[src/rtl/spdif_sample_feeder.sv]
// Stereo PCM FIFO feeding the S/PDIF transmitter. It pops one pair per frame on the address 1->0 edge and outputs zeros on underrun.
// data_out is registered: 2 clk after a frame edge, 1 clk after a channel change. sample_ready is low only while the FIFO is full.
module spdif_sample_feeder #(
   parameter int FIFO_DEPTH  = 8,
   parameter int SAMPLE_BITS = 16
) (
   input  logic                        clk,
   input  logic                        reset_n,
   input  logic                        sample_valid,
   output logic                        sample_ready,
   input  logic [SAMPLE_BITS-1:0]      sample_left,
   input  logic [SAMPLE_BITS-1:0]      sample_right,
   input  logic                        address_in,
   output logic [23:0]                 data_out,
   output logic [$clog2(FIFO_DEPTH):0] level,
   output logic                        frame_strobe,
   output logic                        underrun,
   input  logic                        underrun_clear
);
   localparam int PW = $clog2(FIFO_DEPTH);
   localparam int LW = PW + 1;
   localparam logic [LW-1:0] FULL = LW'(FIFO_DEPTH);

   logic [SAMPLE_BITS-1:0] mem_l [FIFO_DEPTH];
   logic [SAMPLE_BITS-1:0] mem_r [FIFO_DEPTH];
   logic [PW-1:0]          wr_ptr;
   logic [PW-1:0]          rd_ptr;
   logic [SAMPLE_BITS-1:0] hold_l;
   logic [SAMPLE_BITS-1:0] hold_r;
   logic                   addr_prev;
   logic                   fb;
   logic                   push;
   logic                   pop;
   logic                   empty;

   // Left-justify so the sample MSB (sign bit) lands on bit 23.
   function automatic logic [23:0] justify(input logic [SAMPLE_BITS-1:0] s);
      logic [23:0] w;
      w = 24'(s);
      return w << (24 - SAMPLE_BITS);
   endfunction

   assign sample_ready = (level != FULL);
   assign empty        = (level == '0);
   assign push         = sample_valid & sample_ready;
   assign fb           = addr_prev & ~address_in;
   assign pop          = fb & ~empty;

   always_ff @(posedge clk) begin
      if (push) begin
         mem_l[wr_ptr] <= sample_left;
         mem_r[wr_ptr] <= sample_right;
      end
   end

   always_ff @(posedge clk or negedge reset_n) begin
      if (!reset_n) begin
         wr_ptr       <= '0;
         rd_ptr       <= '0;
         level        <= '0;
         hold_l       <= '0;
         hold_r       <= '0;
         data_out     <= '0;
         frame_strobe <= 1'b0;
         underrun     <= 1'b0;
         addr_prev    <= 1'b0;
      end else begin
         addr_prev    <= address_in;
         frame_strobe <= fb;

         if (push)
            wr_ptr <= wr_ptr + PW'(1);

         // A boundary with nothing buffered mutes rather than replaying the last pair.
         if (pop) begin
            rd_ptr <= rd_ptr + PW'(1);
            hold_l <= mem_l[rd_ptr];
            hold_r <= mem_r[rd_ptr];
         end else if (fb) begin
            hold_l <= '0;
            hold_r <= '0;
         end

         case ({push, pop})
            2'b10:   level <= level + LW'(1);
            2'b01:   level <= level - LW'(1);
            default: level <= level;
         endcase

         if (fb && empty)
            underrun <= 1'b1;
         else if (underrun_clear)
            underrun <= 1'b0;

         data_out <= address_in ? justify(hold_r) : justify(hold_l);
      end
   end
endmodule

[config.mk]
export PLATFORM = sky130hd
export DESIGN_NAME = spdif_sample_feeder
export DESIGN_NICKNAME = d
export VERILOG_FILES = /design/src/rtl/spdif_sample_feeder.sv
export SDC_FILE = /design/constraint.sdc
export NUM_CORES = 1
export LEC_CHECK = 0
export ABC_AREA = 0
export ABC_CLOCK_PERIOD_IN_PS = 4390
export CELL_PAD_IN_SITES_DETAIL_PLACEMENT = 0
export CELL_PAD_IN_SITES_GLOBAL_PLACEMENT = 2
export CORE_UTILIZATION = 33
export DETAILED_ROUTE_END_ITERATION = 7
export PLACE_DENSITY_LB_ADDON = 0.1
export SLEW_MARGIN = 40
export SYNTH_ARGS = -nofsm -noshare
export SYNTH_HDL_FRONTEND = slang
export SYNTH_SLANG_ARGS = --single-unit
[constraint.sdc]
create_clock -name clk -period 4.39 [get_ports clk]
set_input_delay 0.6585 -clock clk [delete_from_list [all_inputs] [get_ports clk]]
set_output_delay 0.6585 -clock clk [all_outputs]
set_load 0.02 [all_outputs]
==> results_dict.tcl, run 1 <==
set metrics [dict create \
    status "finished, final reports clean" \
    netSwitchingFraction_pct 29.9 \
    syn_avg_cell_area_sq_um 18.9 \
    finalMaxSlewViolations 0 \
    synth_area_leaders "edfxtp_1 (62%), dfrtp_1 (12%), mux4_2 (5.8%), mux2_2 (3.8%), mux2_1 (3.6%)" \
    rows 70 \
    fillerInstances 3343 \
    grt_pass1_vias 6828 \
    async_reset_ff_share_pct 19.2 \
    hold_viol_final 0 \
    io_pins 68 \
    grt_setup_unrepaired "no" \
    drive_gt1_share_pct 24.2 \
    antenna_found_initial 0 \
    p_sw_mw 2.97 \
    ctsResizeCount 0 \
    fin_skew_ns 0.0160 \
    nets 778 \
    post_cts_buffers 0 \
    initial_utilization_pct 33.8 \
    cts-root-buf "clkbuf_16" \
    cts.sinks 317 \
    grt_max_degree 62 \
    drt_iter0_drc 273 \
    portBuffers 59 \
    ys_warn_count 0 \
    maxCapViolCount 0 \
    yosysMostFrequentCell "edfxtp_1" \
    h-tree-depth 2 \
    wl_per_cell_um 23.4 \
    clkPwrFrac_pct 31.7 \
    routed_wl_mm 28.8 \
    clk_pin_slew_ns 0.06 \
    vias_per_cell 4.91 \
    dpl.hpwl_mm 17.1 \
    synth_commonest_cells "edfxtp_1 (256), dfrtp_1 (61), mux2_2 (42)" \
    fin_crit_sh_pct 63.6 \
    fp.dieH_um 196 \
    yosysSeqAreaShare_pct 74.2 \
    crit_arrival_ns 2.13 \
    yosys.area.top_type "edfxtp_1" \
    cts_buffers 37 \
    synthCells 658 \
    internal_power_mw 6.96 \
    fin_setup_tns_ns 0 \
    vias 6051 \
    max_slew_margin_pct 47.7 \
    cp.required_ns 3.73 \
    grt_pass1_wl_mm 43.7 \
    powerDensity_nw_per_um2 675 \
    synth_cell_types 37 \
    gp_congestion 0.703 \
    fp.dieArea_sq_um 38400 \
    grt_use_total_pct 15.6 \
    dp.cells 1165 \
    yosysTopAreaCellShare_pct 61.9 \
    hold_path_class "primary input to asynchronous set/reset pin" \
    clock_path_buffers 3 \
    drc 0 \
    cts_hold_buf 0 \
    power.leakage_nw 5.01 \
    areaGrowthSynthToFinish_pct 18.6 \
    irDropWorstVdd_uv 317 \
    grt.overflow.total 0 \
    p_comb_share_pct 25.3 \
    die_x_um 196 \
    instances_no_fill 1233 \
    cts_tree "yes" \
    postSynthRegisterBits 317 \
    fin_crit_ns 2.79 \
    n_antenna_cell 0 \
    critPathCaptureType "primary output" \
    clk_latency_ns 0.52 \
    synth_edf_count 256 \
    setup_viol 0 \
    worstSetupPathType "register to primary output" \
    synth_ff_type "edfxtp_1" \
    fmax_ghz 0.358 \
    startpoint_type "register" \
    coreArea_sq_um 36800 \
    syn_area_sq_um 12400 \
    p_seq_share_pct 43.0 \
    ant_nets 0 \
    first_pass_iters 6 \
    max_slew.worst_pin.slew_ns 0.785 \
    path_max_fanout 7 \
]
-- power by group through the flow --
stage          registers, mW  clock network [mW]  logic (mW)
3_5_place_dp            4.35                   0        2.59
4_1_cts                 4.30                3.23        2.60
2_1_floorplan           4.23                   0        1.81
5_1_grt                 4.35                3.34        2.75
3_3_place_gp            4.32                   0        2.57
6_report                4.27                3.15        2.51
-- layout make-up --
type / count / area [sq um] / share of cell area [%]
Multi-Input combinational cell: 302 / 2920 / 19.8
Inverter: 3 / 16.3 / 0.110
Sequential cell: 317 / 9220 / 62.6
Timing Repair Buffer: 75 / 724 / 4.92
Tap cell: 468 / 586 / 3.98
Clock inverter: 17 / 198 / 1.34
Clock buffer: 51 / 1070 / 7.27
-- routing by layer --
layer  vias up  share of wire (%)  global-route usage, %
li1       2707                  -                      -
met1      3200                 44                   20.0
met2       104                 51                   27.7
met3        40                2.9                   2.13
met4         0                1.8                   4.17
met5         -                  0                      0
-- worst max-delay path: stages (launching register included) --
cell             delay [ns]
dfrtp_1                0.46
or4b_4                 0.61
clkdlybuf4s50_1        0.56
-- flip-flops by register name, indices dropped and copies added (netlist names) --
name	flops
mem_r	128
mem_l	128
level	4
data_out	16
underrun	1
hold_l	16
frame_strobe	1
hold_r	16
rd_ptr	3
addr_prev	1
wr_ptr	3
-- path summary, 6_finish.rpt --
check,startpoint,endpoint,slack [ns],cells past startpoint
worst min register to register,hold_r[2]$_DFFE_PN0P_,hold_r[2]$_DFFE_PN0P_,0.48,2
worst max-delay path,level[2]$_DFFE_PN0P_,sample_ready,1.60,2
worst min-delay path,reset_n,hold_l[2]$_DFFE_PN0P_,0.18,1
min in group clk,hold_r[2]$_DFFE_PN0P_,hold_r[2]$_DFFE_PN0P_,0.48,2
max in group asynchronous,reset_n,rd_ptr[0]$_DFFE_PN0N_,3.68,1
worst max register to register,level[2]$_DFFE_PN0P_,level[2]$_DFFE_PN0P_,1.62,10
-- per-stage QoR --
stage / power [mW] / area (sq um) / hold WS [ns] / setup WS (ns) / utilization, %
finish: 9.94 / 14700 / 0.183 / 1.60 / 40.0
global placement: 6.89 / 13500 / 0.457 / 1.21 / 36.6
global route: 10.4 / 14700 / 0.222 / 1.44 / 40.0
detailed placement: 6.94 / 13500 / 0.465 / 1.18 / 36.6
floorplan: 6.04 / 12400 / 0.363 / 0.522 / -
CTS: 10.1 / 14700 / 0.197 / 1.56 / 40.0
-- layout by cell type, fill, tap and decap left out, types with 6 or more instances in the layout --
master             n
mux2_2            42
mux4_2            32
o31ai_2           16
nor2_1             9
buf_4             15
o31ai_1           16
nor2b_1           25
clkbuf_1           7
conb_1             8
mux2_1            40
o22ai_1           33
dfrtp_1           59
nand2_1           39
clkbuf_16         39
edfxtp_1         256
clkdlybuf4s50_1   58
nor2_4             6
-- cells by family after synthesis --
| group | count (synthesis) | share of synthesized area [%] |
|---|---|---|
| other | 1 | 0.0302 |
| xor gates and xnor gates | 8 | 0.564 |
| DFF | 317 | 74.2 |
| adders and majority gates | 5 | 0.504 |
| buffers and inverters | 46 | 2.99 |
| muxes | 114 | 13.2 |
| and+or+nand+nor | 98 | 4.06 |
| AOI/OAI and AO/OA | 69 | 4.40 |
No activity file was read; power rests on OpenSTA's default activity.
==> run 2: changes to the inputs <==
Settings changed: ABC_CLOCK_PERIOD_IN_PS 4390 to 2400.
Clock period 4.39 ns to 2.4 ns, I/O delays scaled along.
==> run 2 against run 1 <==
  * Largest power group unchanged
  * Utilization increased by 0.55 points
  * Critical endpoint is now level[2]$_DFFE_PN0P_
  * Flip-flop and latch count unchanged
  * Clock power increased by 66%
  * Clock skew increased by 0.0033 ns
  * Register-to-register slack got worse by 1.5 ns
  * Global-route usage increased by 0.19 points
==> results_dict.tcl, run 2 (synthesis gave the netlist of run 1 again) <==
set metrics [dict create \
    regArea_sq_um 9220 \
    most-common-layout-cells "edfxtp_1 (256), clkdlybuf4s50_1 (57), dfrtp_1 (55)" \
    clk_pin_slew_ns 0.06 \
    fp.dieH_um 196 \
    cts.sinks 317 \
    vias_per_cell 4.87 \
    grt.overflow.total 0 \
    crit_arrival_ns 2.63 \
    status "finished, final reports clean" \
    max_slew_margin_pct 58.9 \
    first_pass_iters 4 \
    power.leakage_nw 5.09 \
    maxCapViolCount 0 \
    critPathCaptureType "register" \
    nets 798 \
    grt_pass1_wl_mm 44.1 \
    coreArea_sq_um 36800 \
    fin_crit_sh_pct 93.6 \
    drt_iter0_drc 327 \
    hold_viol_final 0 \
    multi_input_area_sq_um 2940 \
    cts-root-buf "clkbuf_16" \
    cp.required_ns 2.78 \
    grt_pass1_vias 6785 \
    fin_skew_ns 0.0193 \
    n_antenna_cell 0 \
    final_core_util_pct 40.6 \
    h-tree-depth 2 \
    startpoint_type "register" \
    max_slew.worst_pin.slew_ns 0.617 \
    final_common_cell "edfxtp_1" \
    setup_viol 0 \
    worstSetupPathType "register to register" \
    wl_per_cell_um 23.5 \
    fmax_ghz 0.445 \
    fp.dieArea_sq_um 38400 \
    gp_congestion 0.702 \
    drive_gt1_share_pct 25.8 \
    irDropWorstVdd_uv 583 \
    io_pins 68 \
    dpl.hpwl_mm 16.7 \
    grt_setup_unrepaired "no" \
    clk_latency_ns 0.51 \
    top_regs "mem_l: 128 flops, mem_r: 128 flops" \
    portBuffers 59 \
    p_total_mw 18.1 \
    drc 0 \
    clock_path_buffers 3 \
    cts_buffers 36 \
    die_x_um 196 \
    path_max_fanout 3 \
    rows 70 \
    powerDensity_nw_per_um2 1210 \
    antenna_found_initial 0 \
    fin_crit_ns 2.25 \
    hold_path_class "primary input to asynchronous set/reset pin" \
    fillerInstances 3343 \
    vias 6093 \
    initial_utilization_pct 33.8 \
    grt_use_total_pct 15.8 \
    cts_tree "yes" \
    grt_max_degree 53 \
    routed_wl_mm 29.4 \
    finalMaxSlewViolations 0 \
    areaGrowthSynthToFinish_pct 20.3 \
    ant_nets 0 \
]
[run 2: per-layer routing]
| metal | vias to the layer above | share of wire (%) | track usage [%] |
|---|---|---|---|
| li1 | 2757 | - | - |
| met1 | 3193 | 44 | 19.9 |
| met2 | 96 | 51 | 28.2 |
| met3 | 47 | 3.2 | 2.37 |
| met4 | 0 | 2.0 | 4.37 |
| met5 | - | 0 | 0 |
[run 2: final timing paths]
| kind | start | depth (start not counted) | slack (ns) | to |
|---|---|---|---|---|
| worst max-delay path | level[2]$_DFFE_PN0P_ | 10 | 0.15 | level[2]$_DFFE_PN0P_ |
| min in group clk | underrun_clear | 2 | 0.46 | underrun$_DFFE_PN0P_ |
| worst min-delay path | reset_n | 2 | 0.41 | hold_l[3]$_DFFE_PN0P_ |
| worst min register to register | hold_r[4]$_DFFE_PN0P_ | 2 | 0.48 | hold_r[4]$_DFFE_PN0P_ |
| worst max register to register | level[2]$_DFFE_PN0P_ | 10 | 0.15 | level[2]$_DFFE_PN0P_ |
| max in group asynchronous | reset_n | 3 | 1.33 | hold_r[14]$_DFFE_PN0P_ |
[run 2: power by group]
part	total (mW)	internal (mW)	leakage, nW	switching [mW]
Clock	5.22	3.11	0.554	2.11
Sequential	7.65	7.11	3.06	0.543
Combinational	5.19	2.37	1.47	2.82
Total	18.1	12.6	5.09	5.47
[run 2: repair_timing]
action	CTS	global route
resized for setup	1	3
pin swaps	0	2
hold buffers	1	0
hold endpoints to repair	34	0
setup endpoints to repair	1	1
cloned	0	0
buffers inserted	0	4
[run 2: cell type report]
class,count,share of cell area [%]
inverter,3,0.109
timing repair buffer,96,6.98
clock inverter,10,0.536
sequential,317,61.8
tap,468,3.92
clock buffer,56,7.01
multi-input combinational,302,19.7
[run 2: critical path, stage by stage (launching register included)]
cell and delay (ns):
dfrtp_2 0.41, or4_4 0.58, nand2_8 0.09, inv_2 0.04
ha_2 0.17, xor2_1 0.14, ha_1 0.20, a21oi_2 0.12
xor2_1 0.16, nor2_1 0.06, xor2_1 0.14
[run 2: through the flow]
step | instance area [sq um] | worst slack, ns | setup TNS [ns] | cells | hold slack, ns
5_1_grt | 14900 | 0.00946 | 0 | 1252 | 0.459
3_5_place_dp | 13800 | -0.0724 | -0.0724 | 1181 | 0.415
4_1_cts | 14900 | 0.0670 | 0 | 1248 | 0.411
6_report | 14900 | 0.154 | 0 | 1252 | 0.410
2_1_floorplan | 12500 | -0.292 | -37.59 | 665 | 0.0644
3_3_place_gp | 13800 | -0.0569 | -0.0569 | 1181 | 0.407
==> run 3: changes to the inputs <==
Settings changed: CTS_BUF_LIST from default to sky130_fd_sc_hd__clkbuf_16.
==> run 3 against run 2 <==
  * Maximum frequency hardly changed
  * Non-clock buffer count stayed put
  * Combinational power about the same
  * Cell count unchanged
  * Setup slack lost 0.0020 ns
  * Critical endpoint unchanged
  * Global-route usage is essentially flat
  * Design area fell by 0.33%
  * Die area stayed put
  * Register-to-register slack hardly changed
  * Power fell by 1.2%
==> results_dict.tcl, run 3 (synthesis gave the netlist of run 1 again) <==
set metrics [dict create \
    fmax_ghz 0.445 \
    cts_tree "yes" \
    initial_utilization_pct 33.8 \
    cp.required_ns 2.78 \
    first_pass_iters 4 \
    maxCapViolCount 0 \
    most-common-layout-cells "edfxtp_1 (256), clkdlybuf4s50_1 (57), dfrtp_1 (55)" \
    cts-root-buf "clkbuf_16" \
    fin_skew_ns 0.0246 \
    netSwitchingFraction_pct 30.6 \
    internal_power_mw 12.4 \
    irDropWorstVdd_uv 583 \
    startpoint_type "register" \
    cpMostUsedCell "xor2_1" \
    wl_per_cell_um 23.5 \
    grt_setup_unrepaired "no" \
    cp_slowest_cell "or4_4" \
    n_antenna_cell 0 \
    clk_latency_ns 0.52 \
    p_seq_share_pct 42.9 \
    ant_nets 0 \
    p_total_mw 17.8 \
    drc 0 \
    p_sw_mw 5.46 \
    clock_path_buffers 3 \
    max_slew.worst_pin.slew_ns 0.624 \
    areaGrowthSynthToFinish_pct 19.9 \
    dpl.hpwl_mm 16.7 \
    h-tree-depth 2 \
    finalMaxSlewViolations 0 \
    fp.dieArea_sq_um 38400 \
    io_pins 68 \
    drt_iter0_drc 320 \
    antenna_found_initial 0 \
    coreArea_sq_um 36800 \
    crit_arrival_ns 2.63 \
    routed_wl_mm 29.4 \
    p_comb_share_pct 29.1 \
    grt_pass1_vias 6786 \
    path_max_fanout 3 \
    stdcell_area_sq_um 14900 \
    fin_crit_sh_pct 93.7 \
    portBuffers 59 \
    cts_buffers 36 \
    gp_congestion 0.702 \
    grt_use_total_pct 15.8 \
    fp.dieH_um 196 \
    power.leakage_nw 5.12 \
    grt_pass1_wl_mm 44.1 \
    vias 6106 \
    grt_max_degree 53 \
    vias_per_cell 4.88 \
    critPathCaptureType "register" \
    final_common_cell "edfxtp_1" \
    setup_viol 0 \
    nets 798 \
    status "finished, final reports clean" \
    top_regs "mem_l: 128 flops, mem_r: 128 flops" \
    worstSetupPathType "register to register" \
    hold_path_class "primary input to asynchronous set/reset pin" \
    path_cells "or4_4 > nand2_8 > inv_2 > ha_2 > xor2_1 > ha_1 > a21oi_2 > xor2_1 > nor2_1 > xor2_1" \
    drive_gt1_share_pct 25.1 \
    clkPwrFrac_pct 28.0 \
    place_area_sq_um 13800 \
    hold_viol_final 0 \
    cts.sinks 317 \
    die_x_um 196 \
    clk_pin_slew_ns 0.05 \
    grt.overflow.total 0 \
    powerDensity_nw_per_um2 1200 \
    fin_crit_ns 2.25 \
    slowest_delay_ns 0.58 \
    fillerInstances 3351 \
    max_slew_margin_pct 58.4 \
    rows 70 \
]
-- run 3: timing repair --
item | 4_1_cts | 5_1_grt
endpoints found under the hold margin | 34 | 0
hold buffers | 1 | 0
pin swaps | 0 | 2
gates resized for setup | 1 | 3
buffers inserted | 0 | 4
setup endpoints to repair | 1 | 1
-- run 3: final timing paths --
check	cells after the start	slack, ns	from	to
min in group clk	2	0.46	underrun_clear	underrun$_DFFE_PN0P_
hold reg to reg	2	0.48	hold_r[4]$_DFFE_PN0P_	hold_r[4]$_DFFE_PN0P_
max in group asynchronous	3	1.33	reset_n	hold_r[14]$_DFFE_PN0P_
setup reg to reg	10	0.15	level[2]$_DFFE_PN0P_	level[2]$_DFFE_PN0P_
hold / removal	2	0.40	reset_n	hold_l[3]$_DFFE_PN0P_
setup / recovery	10	0.15	level[2]$_DFFE_PN0P_	level[2]$_DFFE_PN0P_
-- run 3: routing by layer --
metal  up-vias  global-route usage [%]  share of wire, %
li1       2760                       -                 -
met1      3191                    19.9                43
met2       108                    28.2                51
met3        47                    2.49               3.7
met4         0                    4.25               1.8
met5         -                       0                 0
-- run 3: critical path: cells and delay by family, from the launching register on --
family                     cells  cell delay (ns)
and+or+nand+nor                3             0.74
xor gates and xnor gates       3             0.44
adders and majority gates      2             0.37
buffers and inverters          1             0.04
DFF                            1             0.41
AOI/OAI and AO/OA              1             0.12
-- run 3: power by group through the flow --
stage | clock (mW) | sequential [mW] | combinational (mW)
2_1_floorplan | 0 | 7.75 | 3.32
3_3_place_gp | 0 | 7.77 | 5.22
3_5_place_dp | 0 | 7.80 | 5.25
4_1_cts | 5.16 | 7.71 | 5.27
5_1_grt | 5.36 | 7.76 | 5.65
6_report | 5.00 | 7.66 | 5.19
-- run 3: per-stage QoR --
step | cells | TNS, ns | hold slack, ns | worst slack, ns | util, %
final | 1252 | 0 | 0.401 | 0.152 | 40.5
after global routing | 1252 | 0 | 0.453 | 0.00946 | 40.5
after CTS | 1248 | 0 | 0.412 | 0.0670 | 40.3
after detailed placement | 1181 | -0.0724 | 0.415 | -0.0724 | 37.4
after global placement | 1181 | -0.0569 | 0.407 | -0.0569 | 37.4
after floorplan | 665 | -37.59 | 0.0644 | -0.292 | -
-- run 3: layout make-up --
type	count	area (sq um)	share of cell area, %
clock buffer	37	926	6.22
clock inverter	29	151	1.02
inverter	3	16.3	0.109
multi-input combinational	302	2940	19.7
sequential	317	9220	62.0
tap	468	586	3.93
timing repair buffer	96	1040	7.00
